## config.mk

```make
export PLATFORM = sky130hd
export DESIGN_NAME = ahb_req_arbiter
export DESIGN_NICKNAME = d
export VERILOG_FILES = /design/src/rtl/ahb_req_arbiter.sv
export SDC_FILE = /design/constraint.sdc
export NUM_CORES = 1
export LEC_CHECK = 0
export BUFFER_PORTS_ARGS = -buffer_cell sky130_fd_sc_hd__buf_2
export CELL_PAD_IN_SITES_DETAIL_PLACEMENT = 0
export CELL_PAD_IN_SITES_GLOBAL_PLACEMENT = 2
export CORE_MARGIN = 2
export CORE_UTILIZATION = 27
export CTS_CLUSTER_SIZE = 10
export DETAILED_ROUTE_END_ITERATION = 10
export PLACE_DENSITY_LB_ADDON = 0.1
export SYNTH_ARGS = -nofsm -noshare
export SYNTH_HDL_FRONTEND = slang
export SYNTH_SLANG_ARGS = --single-unit
```

## constraint.sdc

```tcl
create_clock -name HCLK -period 3.1 [get_ports HCLK]
set_input_delay 0.62 -clock HCLK [delete_from_list [all_inputs] [get_ports HCLK]]
set_output_delay 0.62 -clock HCLK [all_outputs]
set_load 0.005 [all_outputs]
```

## src/rtl/ahb_req_arbiter.sv

```systemverilog
// Round-robin arbiter that turns NREQ simple client requests into single
// non-pipelined AHB3-Lite transfers and routes the response back to the winner.
module ahb_req_arbiter #(
    parameter int NREQ   = 2,
    parameter int ADDR_W = 32,
    parameter int DATA_W = 32
) (
    input  logic                     HCLK,
    input  logic                     HRESETn,
    input  logic [NREQ-1:0]          req_valid,
    output logic [NREQ-1:0]          req_ready,
    input  logic [NREQ-1:0]          req_write,
    input  logic [NREQ*ADDR_W-1:0]   req_addr,
    input  logic [NREQ*3-1:0]        req_size,
    input  logic [NREQ*DATA_W-1:0]   req_wdata,
    output logic [NREQ-1:0]          rsp_valid,
    output logic                     rsp_err,
    output logic [DATA_W-1:0]        rsp_rdata,
    output logic                     busy,
    output logic                     HSEL,
    output logic [ADDR_W-1:0]        HADDR,
    output logic [1:0]               HTRANS,
    output logic                     HWRITE,
    output logic [2:0]               HSIZE,
    output logic [2:0]               HBURST,
    output logic [3:0]               HPROT,
    output logic [DATA_W-1:0]        HWDATA,
    input  logic                     HREADY,
    input  logic                     HRESP,
    input  logic [DATA_W-1:0]        HRDATA
);

    localparam int IW    = (NREQ > 1) ? $clog2(NREQ) : 1;
    localparam int MAXSZ = $clog2(DATA_W / 8);

    typedef enum logic [1:0] {S_IDLE, S_ADDR, S_DATA, S_LERR} state_t;

    state_t              state_q, state_d;
    logic [IW-1:0]       last_q, last_d;
    logic [DATA_W-1:0]   wdata_q, wdata_d;
    logic [NREQ-1:0]     req_ready_q, req_ready_d;
    logic [NREQ-1:0]     rsp_valid_q, rsp_valid_d;
    logic                rsp_err_q, rsp_err_d;
    logic [DATA_W-1:0]   rsp_rdata_q, rsp_rdata_d;
    logic                busy_q, busy_d;
    logic                hsel_q, hsel_d;
    logic [ADDR_W-1:0]   haddr_q, haddr_d;
    logic [1:0]          htrans_q, htrans_d;
    logic                hwrite_q, hwrite_d;
    logic [2:0]          hsize_q, hsize_d;
    logic [DATA_W-1:0]   hwdata_q, hwdata_d;

    logic                any_req;
    logic [IW-1:0]       pick;
    logic [ADDR_W-1:0]   g_addr;
    logic [2:0]          g_size;
    logic [DATA_W-1:0]   g_wdata;
    logic                g_write;
    logic                illegal;

    // First requester after the previous winner, wrapping around.
    always_comb begin
        any_req = 1'b0;
        pick    = last_q;
        for (int i = 1; i <= NREQ; i++) begin
            if (!any_req && req_valid[(int'(last_q) + i) % NREQ]) begin
                any_req = 1'b1;
                pick    = IW'((int'(last_q) + i) % NREQ);
            end
        end
    end

    assign g_addr  = req_addr[int'(pick)*ADDR_W +: ADDR_W];
    assign g_size  = req_size[int'(pick)*3 +: 3];
    assign g_wdata = req_wdata[int'(pick)*DATA_W +: DATA_W];
    assign g_write = req_write[pick];
    assign illegal = (int'(g_size) > MAXSZ) ||
                     ((g_addr & ((ADDR_W'(1) << g_size) - ADDR_W'(1))) != '0);

    always_ff @(posedge HCLK or negedge HRESETn) begin
        if (!HRESETn) begin
            state_q     <= S_IDLE;
            last_q      <= IW'(NREQ - 1);
            wdata_q     <= '0;
            req_ready_q <= '0;
            rsp_valid_q <= '0;
            rsp_err_q   <= 1'b0;
            rsp_rdata_q <= '0;
            busy_q      <= 1'b0;
            hsel_q      <= 1'b0;
            haddr_q     <= '0;
            htrans_q    <= 2'b00;
            hwrite_q    <= 1'b0;
            hsize_q     <= 3'b000;
            hwdata_q    <= '0;
        end else begin
            state_q     <= state_d;
            last_q      <= last_d;
            wdata_q     <= wdata_d;
            req_ready_q <= req_ready_d;
            rsp_valid_q <= rsp_valid_d;
            rsp_err_q   <= rsp_err_d;
            rsp_rdata_q <= rsp_rdata_d;
            busy_q      <= busy_d;
            hsel_q      <= hsel_d;
            haddr_q     <= haddr_d;
            htrans_q    <= htrans_d;
            hwrite_q    <= hwrite_d;
            hsize_q     <= hsize_d;
            hwdata_q    <= hwdata_d;
        end
    end

    always_comb begin
        state_d = state_q;
        case (state_q)
            S_IDLE:  if (any_req) state_d = illegal ? S_LERR : S_ADDR;
            S_ADDR:  if (HREADY) state_d = S_DATA;
            S_DATA:  if (HREADY) state_d = S_IDLE;
            S_LERR:  state_d = S_IDLE;
            default: state_d = S_IDLE;
        endcase
    end

    // Outputs are computed one cycle ahead so every port comes from a flop;
    // last_q doubles as the index of the client currently being served.
    always_comb begin
        last_d      = last_q;
        wdata_d     = wdata_q;
        req_ready_d = '0;
        rsp_valid_d = '0;
        rsp_err_d   = 1'b0;
        rsp_rdata_d = rsp_rdata_q;
        busy_d      = (state_d != S_IDLE);
        hsel_d      = hsel_q;
        haddr_d     = haddr_q;
        htrans_d    = htrans_q;
        hwrite_d    = hwrite_q;
        hsize_d     = hsize_q;
        hwdata_d    = hwdata_q;
        case (state_q)
            S_IDLE: begin
                if (any_req) begin
                    req_ready_d[pick] = 1'b1;
                    last_d            = pick;
                    haddr_d           = g_addr;
                    hwrite_d          = g_write;
                    hsize_d           = g_size;
                    wdata_d           = g_wdata;
                    if (!illegal) begin
                        hsel_d   = 1'b1;
                        htrans_d = 2'b10;
                    end
                end
            end
            S_ADDR: begin
                if (HREADY) begin
                    hsel_d   = 1'b0;
                    htrans_d = 2'b00;
                    if (hwrite_q) hwdata_d = wdata_q;
                end
            end
            S_DATA: begin
                if (HREADY) begin
                    rsp_valid_d[last_q] = 1'b1;
                    rsp_err_d           = HRESP;
                    if (!hwrite_q) rsp_rdata_d = HRDATA;
                end
            end
            S_LERR: begin
                rsp_valid_d[last_q] = 1'b1;
                rsp_err_d           = 1'b1;
            end
            default: ;
        endcase
    end

    assign req_ready = req_ready_q;
    assign rsp_valid = rsp_valid_q;
    assign rsp_err   = rsp_err_q;
    assign rsp_rdata = rsp_rdata_q;
    assign busy      = busy_q;
    assign HSEL      = hsel_q;
    assign HADDR     = haddr_q;
    assign HTRANS    = htrans_q;
    assign HWRITE    = hwrite_q;
    assign HSIZE     = hsize_q;
    assign HWDATA    = hwdata_q;
    assign HBURST    = 3'b000;
    assign HPROT     = 4'b0011;

endmodule

```

==> Word level (Yosys, flattened, before mapping) <==
Index checks and enable logic that the tools add are counted.
W data, S select, Z words.
{ "word_totals": {"ff_bits": 144, "in_bits": 174, "elab_cells": 87} }
{ "op_classes": {"addsub": 3, "n_mul": 1, "magnitude_cmp": 7, "eq_ne": 6, "shift": 4, "mux": 35, "bitwise_logic": 4, "reduce_logical": 13} }
{ "ops": {"columns": ["operator", "count"], "rows": [
  ["$shiftx A64 B7 Y32", 2],
  ["$and A32 B32 Y32", 1],
  ["$reduce_bool A32 Y1", 1],
  ["$shl A1 B3 Y32 const A", 1],
  ["$sub A32 B1 Y32 const B", 1],
  ["$mux W2", 10],
  ["$mux W1", 18],
  ["$pmux W2 S2", 2],
  ["$pmux W2 S4", 1],
  ["$lt A2 B3 Y1 const B", 2],
  ["$ne A2 B2 Y1 const B", 3],
  ["$reduce_and A3 Y1", 2],
  ["$shiftx A6 B4 Y3", 1],
  ["$eq A2 B2 Y1 const B", 2],
  ["$lt A1 B2 Y1 const B", 2],
  ["$pmux W1 S2", 2],
  ["$reduce_and A4 Y1", 1],
  ["$reduce_bool A2 Y1", 2],
  ["$gt A3 B2 Y1 const B", 1],
  ["$logic_and A1 B1 Y1", 3],
  ["$mul A1 B2 Y3 const B", 1],
  ["$add A1 B1 Y1 const B", 2],
  ["$and A1 B1 Y1 const A", 2],
  ["$demux W1 S1", 2],
  ["7 further kinds", 8]
]} }

==> Longest topological paths before layout <==
Gate-level depths: netlist of run 1.
{ "depth": {"depth_word": 20, "ltp_mapped": 11} }

==> Least setup slack after synthesis of run 1 <==
No wires, ideal clock.
{ "synth_timing": {"kind": "register to register", "from": "register last_q", "to": "register state_q[1]", "setup_time_ns": 0.142, "arrival_ns": 2.426, "slack_ns": 0.532, "path_stages_with_launch": 11, "path_cell_list": "dfstp_2 -> buf_6 -> nor2_2 -> a21oi_2 -> clkbuf_1 -> mux2i_1 -> nand2_1 -> ha_1 -> a2111o_1 -> a2111oi_2 -> o211ai_1"} }
{ "synth_between": {"elab_chain_len": 18} }
{ "synth_lines": {"columns": ["element", "line_no", "source"], "rows": [
  ["start: declaration", "39", "logic [IW-1:0] last_q, last_d;"],
  ["start signal: assignment", "83", "last_q <= IW'(NREQ - 1);"],
  ["start signal: assignment", "98", "last_q <= last_d;"],
  ["$add A1 B1 Y1", "66, 68", null],
  ["$mux W1 (implied by the code) (3 in a row)", "66", "if (!any_req && req_valid[(int'(last_q) + i) % NREQ]) begin"],
  ["$mux W1", "66", null],
  ["$logic_not A1 Y1", "66", null],
  ["$logic_and A1 B1 Y1", "66", null],
  ["$mux W1", "66", null],
  ["$mul A1 B2 Y3", "74", "assign g_size = req_size[int'(pick)*3 +: 3];"],
  ["$shiftx A6 B4 Y3", "74", null],
  ["$shl A1 B3 Y32", "78", "((g_addr & ((ADDR_W'(1) << g_size) - ADDR_W'(1))) != '0);"],
  ["$sub A32 B1 Y32", "78", null],
  ["$and A32 B32 Y32", "78", null],
  ["$reduce_bool A32 Y1", "78", null],
  ["$logic_or A1 B1 Y1", "77", "assign illegal = (int'(g_size) > MAXSZ) ||"],
  ["$mux W2", "117", "S_IDLE: if (any_req) state_d = illegal ? S_LERR : S_ADDR;"],
  ["$mux W2 (*)", "117", null],
  ["$pmux W2 S4 (*)", "116", "case (state_q)"],
  ["named net state_d[1]", "38", "state_t state_q, state_d;"],
  ["end signal: assignment", "97", "state_q <= state_d;"],
  ["end: declaration", "38", null]
]} }
The timed path passes the listed nets; every way through them passes the cells marked *. The select of a mux whose other input is x is not followed.
A chain may end at the register's enable or synchronous reset.

==> Worst setup path after layout of run 1 <==
Ends and elaborated chain as after synthesis.

==> results of run 1 <==
[flip-flops by register name, indices dropped and copies added, names as in the netlist]
signal	cells
req_ready	2
rsp_err	1
busy	1
HTRANS	1
HSIZE	3
HWRITE	1
state_q	2
rsp_rdata	32
wdata_q	32
HADDR	32
last_q	1
HWDATA	32
rsp_valid	2
[cell usage in the layout (no fill, tap or decap), types with 2 or more instances in the layout]
master and count:
a221oi_1 2, inv_6 7, dfrtp_1 141, clkbuf_16 17
buf_12 2, mux2i_1 4, a21oi_1 4, inv_8 3
nand2b_1 4, mux2_2 60, a21o_1 2, a211oi_1 2
clkinv_4 2, buf_2 280, nor2b_1 4, inv_1 4
and3_1 5, or3_1 2, o211ai_1 3, mux2_1 4
nand2_1 136, o21ai_0 11, buf_4 10, nor2_1 70
ha_1 2, a31oi_1 64, nor3_1 2, conb_1 8
[power breakdown]
part           switching (mW)  internal [mW]
Clock                   0.904           1.15
Combinational            1.65           1.51
Sequential              0.489           2.80
[final timing paths]
check | startpoint | end | slack [ps] | cells past startpoint
min reg2reg | rsp_rdata[3] | rsp_rdata[3] | 480 | 1
min | HRESETn | rsp_rdata[16] | 130 | 1
max | last_q | state_q[1] | 390 | 9
max reg2reg | last_q | state_q[1] | 390 | 9
max in group asynchronous | HRESETn | rsp_rdata[13] | 2050 | 2
min in group HCLK | HRDATA[7] | rsp_rdata[7] | 420 | 2
[logic make-up after synthesis]
kind of cell,after synthesis,share of synthesized area [%]
buffers and inverters,51,3.916
other,2,0.1224
adder cells (fa/ha/maj),2,0.4078
AO/OA/AOI/OAI,96,10.24
flip-flops,142,57.94
AND/OR/NAND/NOR,229,14.97
multiplexers,68,12.40
[layer usage]
layer	GRT usage [%]	vias to the layer above	routed length [µm]
met5	0	-	11
met4	4.409	2	194
met3	5.632	17	1427
met2	26.81	199	9134
met1	19.42	2527	8143
li1	-	2554	-
[final cells by class]
| class | instances | area share (%) |
|---|---|---|
| repair buffers | 293 | 18.09 |
| well taps | 285 | 4.223 |
| multi-input cells | 403 | 28.39 |
| clock buffers | 17 | 5.039 |
| flip-flops and latches | 142 | 42.10 |
| inverters | 4 | 0.1778 |
| clock inverters | 15 | 1.971 |
==> impl_metrics.toml, run 1 <==
[status]
status = "finished clean"

[yosys]
synth_seq_area_share_pct = 57.94
syn_area_mm2 = 0.006135
ys_types = 40
synth-edff-count = 0
yosysWarnings = 0
synth_common_cells = "141 x dfrtp_1, 136 x nand2_1, 70 x nor2_1"
yosysTopAreaCell = "dfrtp_1"
synth_top_flop_cell = "dfrtp_1"
yosys-top-cells-area = "dfrtp_1 58%, mux2_2 11%, nand2_1 8.3%"
ys_ff_latch = 142
syn_inst = 590
synth.most_common_cell = "dfrtp_1"
netlist.area_leader.share_pct = 57.52
avgSynthCellArea_um2 = 10.40
synthArstFlopShare_pct = 100.0

[placement]
dp.cells = 1127
io_buffers = 281
gp_congestion = 0.8251
dpl.hpwl_um = 13870
place_area_mm2 = 0.007851
pre_cts_slack_ps = 205.1

[floorplan]
io_pins = 290
fp.dieW_um = 154.7
fp.dieH_um = 154.7
core-area_mm2 = 0.02250
floorplan.initialDensity_pct = 27.26
die_area_mm2 = 0.02394
std_cell_rows = 55

[timing]
hold_violations = 0
fmax_ghz = 0.3692
worst_pin_slew_ps = 740.5
rsz0062_at_grt = "no"
setup_tns_ps = 0
maxSlewViolCount = 0
worst_slack_ps = 391.7
whs_ps = 129.2
setup_viol = 0
fin_crit_sh_pct = 87.37
period_needed_ps = 2708
clock_skew_ps = 7.955
slew_headroom_pct = 50.11

[drt]
viasPerCell = 4.572
drcViolationCount = 0
wl_um = 18910
drt-pass1-iter-count = 4
drt_iter0_drc = 181
vias = 5299
avgRoutedWirePerCell_um = 16.32
final_antenna_net_count = 0

[layout]
drive_gt1_share_pct = 45.19
utilization_pct = 37.52
antenna_cells = 0
synthToLayoutAreaGrowth_pct = 37.63
final_cell_area_mm2 = 0.008443
seq_area_mm2 = 0.003555
finalNonFillerCells = 1159
fillers = 2314
multiInputGateArea_mm2 = 0.002397
nNetsFinal = 1037

[global_route]
grt_overflow = 0
antenna_found_initial = 1
grt_start_max_net_pins = 63
grt_pass1_wl_um = 29700
grtUsageTotal_pct = 15.94
grt_pass1_vias = 5492

[setup_path]
crit_path_end_kind = "register"
slowest_stage = "dfstp_2"
cp_max_fo = 7
max_stage_delay_ps = 650
cp.arrival_ps = 2970
path_class = "register to register"
cpLargestDelayFamily = "compound AO/OA/AOI/OAI gates"
crit_required_ps = 3370
worst_setup_path_start_kind = "register"
crit_buf_inv = 1
crit_path_cell_trace = "nand2_2 > and3b_1 > a21oi_1 > nand2b_1 > inv_1 > ha_1 > a2111o_1 > a2111oi_2 > o211ai_1"

[clock_network]
root_buffer = "clkbuf_16"
clk_latency_ps = 420
numClockSinks = 142
cts_tree = "built"
htree_levels = 4
cts_resized = 0
numCtsBuffers = 17
path_clk_slew_ps = 70
cts_setup_buffers = 0
clockBufferDepth = 2
cts_hold_buf = 0

[power]
power_density_mw_per_mm2 = 1008
vdd.ir_drop.worst_v = 0.0003498
power_mw = 8.511
p_leak_nw = 4.108

[hold_path]
hold_path_class = "input pin to async pin"

[job]
cap_violations = 0
Power figures use the tool's default switching activity.
==> inputs of run 2 (changes only) <==
--- a/config.mk
+++ b/config.mk
@@ -5,7 +5,7 @@
 export SDC_FILE = /design/constraint.sdc
 export NUM_CORES = 1
 export LEC_CHECK = 0
-export BUFFER_PORTS_ARGS = -buffer_cell sky130_fd_sc_hd__buf_2
+export BUFFER_PORTS_ARGS = -buffer_cell sky130_fd_sc_hd__buf_4
 export CELL_PAD_IN_SITES_DETAIL_PLACEMENT = 0
 export CELL_PAD_IN_SITES_GLOBAL_PLACEMENT = 2
 export CORE_MARGIN = 2
==> run 2 against run 1 <==
Against the previous run:
- count of clock-buffer cells in the layout increased by 2
- sequential power is 2% higher
- register-to-register slack worse by 150 ps
- clock skew rose by 1.7 ps
- design area up 8.4%
- power up 5.0%
- routed wire length rose by 2.6%
- via count about the same
==> impl_metrics.toml, run 2 (synthesized netlist as in run 1, its figures left out) <==
[status]
status = "finished clean"

[drt]
final_antenna_net_count = 0
wl_um = 19390
avgRoutedWirePerCell_um = 16.72
viasPerCell = 4.567
drt-pass1-iter-count = 5
drt_iter0_drc = 216
vias = 5298
drcViolationCount = 0

[timing]
maxSlewViolCount = 0
fin_crit_sh_pct = 92.20
period_needed_ps = 2858
setup_tns_ps = 0
worst_slack_ps = 241.8
rsz0062_at_grt = "no"
worst_pin_slew_ps = 671.8
hold_violations = 0
clock_skew_ps = 9.682
setup_viol = 0
slew_headroom_pct = 55.22
fmax_ghz = 0.3499

[layout]
final_cell_mix = "290 x buf_4, 141 x dfrtp_1, 136 x nand2_1"
synthToLayoutAreaGrowth_pct = 49.17
nNetsFinal = 1038
mostFrequentLayoutCell = "buf_4"
fillers = 2254
drive_gt1_share_pct = 45.26
antenna_cells = 0
finalNonFillerCells = 1160

[clock_network]
clockBufferDepth = 2
root_buffer = "clkbuf_16"
cts_resized = 0
htree_levels = 4
numCtsBuffers = 17
clk_latency_ps = 420
cts_hold_buf = 0
numClockSinks = 142
cts_tree = "built"
cts_setup_buffers = 0
path_clk_slew_ps = 70

[setup_path]
cp_max_fo = 48
crit_required_ps = 3450
worst_setup_path_start_kind = "register"
crit_path_end_kind = "register"
cp.arrival_ps = 3210
rrSetupSlack_ps = 240
path_class = "register to register"

[power]
p_leak_nw = 4.353
pwr-share-clk_pct = 22.2
power.internal_mw = 5.853
switchingPower_mw = 3.082
pwr-share-seq_pct = 37.4
comb_power_share_pct = 40.3
power_density_mw_per_mm2 = 976.4
sw_frac_of_total_pct = 34.50
vdd.ir_drop.worst_v = 0.0003206

[placement]
pre_cts_slack_ps = 109.6
dpl.hpwl_um = 14190
io_buffers = 281
gp_congestion = 0.8328
dp.cells = 1128

[floorplan]
core-area_mm2 = 0.02250
fp.dieH_um = 154.7
die_area_mm2 = 0.02394
fp.dieW_um = 154.7
floorplan.initialDensity_pct = 27.26
std_cell_rows = 55
io_pins = 290

[hold_path]
hold_path_class = "input pin to async pin"

[global_route]
grt_pass1_wl_um = 30600
grt_overflow = 0
antenna_found_initial = 0
grt_start_max_net_pins = 69
grtUsageTotal_pct = 16.42
grt_pass1_vias = 5620

[job]
cap_violations = 0
==> run 2: cell count changes in the layout (fill, tap and decap cells not counted), sizes merged <==
cell    change
buf         +1
inv         -3
bufinv      -1
clkinv      +2
clkbuf      +2
==> run 2: per-layer routing <==
| metal | GRT usage [%] | wire length [µm] |
|---|---|---|
| met1 | 19.69 | 7983 |
| met2 | 28.00 | 9631 |
| met3 | 5.940 | 1565 |
| met4 | 4.277 | 214 |
| met5 | 0 | 0 |
==> run 2: final cells by class <==
cell class              instances  area, µm²  share of cell area [%]
clock inverters                13      126.4                   1.381
clock buffers                  19      452.9                   4.949
multi-input cells             403       2397                   26.20
flip-flops and latches        142       3555                   38.84
repair buffers                294       2248                   24.57
inverters                       4      15.01                  0.1641
well taps                     285      356.6                   3.897
==> run 2: power groups by stage <==
stage / sequential [mW] / combinational (mW) / clock [mW]
CTS: 3.36 / 3.70 / 2.06
floorplan: 3.32 / 1.79 / 0
detailed placement: 3.39 / 3.70 / 0
global route: 3.48 / 4.03 / 2.17
global placement: 3.34 / 3.66 / 0
finish: 3.34 / 3.60 / 1.99
==> run 2: critical path, cell delays in order, from the launching register on <==
cell and delay (ps):
dfstp_2 660, nand2_2 110, o21ai_4 110, buf_4 500, mux2i_1 260, a2111o_1 460
a2111oi_2 440, a22o_1 210
==> run 2: worst paths after layout <==
check	from	to	depth (start not counted)
worst min-delay path	HRESETn	rsp_rdata[16]	1
worst min register to register	rsp_rdata[7]	rsp_rdata[7]	1
worst max register to register	last_q	HTRANS[1]	7
worst max-delay path	last_q	HTRANS[1]	7
min in group HCLK	HRDATA[5]	rsp_rdata[5]	2
max in group asynchronous	HRESETn	last_q	2
==> run 2: per-stage QoR <==
stage               utilization, %  area (µm²)  power [mW]  hold WS [ps]
global route                 40.67        9151       9.684         217.7
CTS                          40.67        9151       9.126         222.6
global placement             38.09        8572       7.000         473.7
detailed placement           38.09        8572       7.088         478.9
finish                       40.67        9151       8.935         194.4
floorplan                        -        6157       5.101         324.4
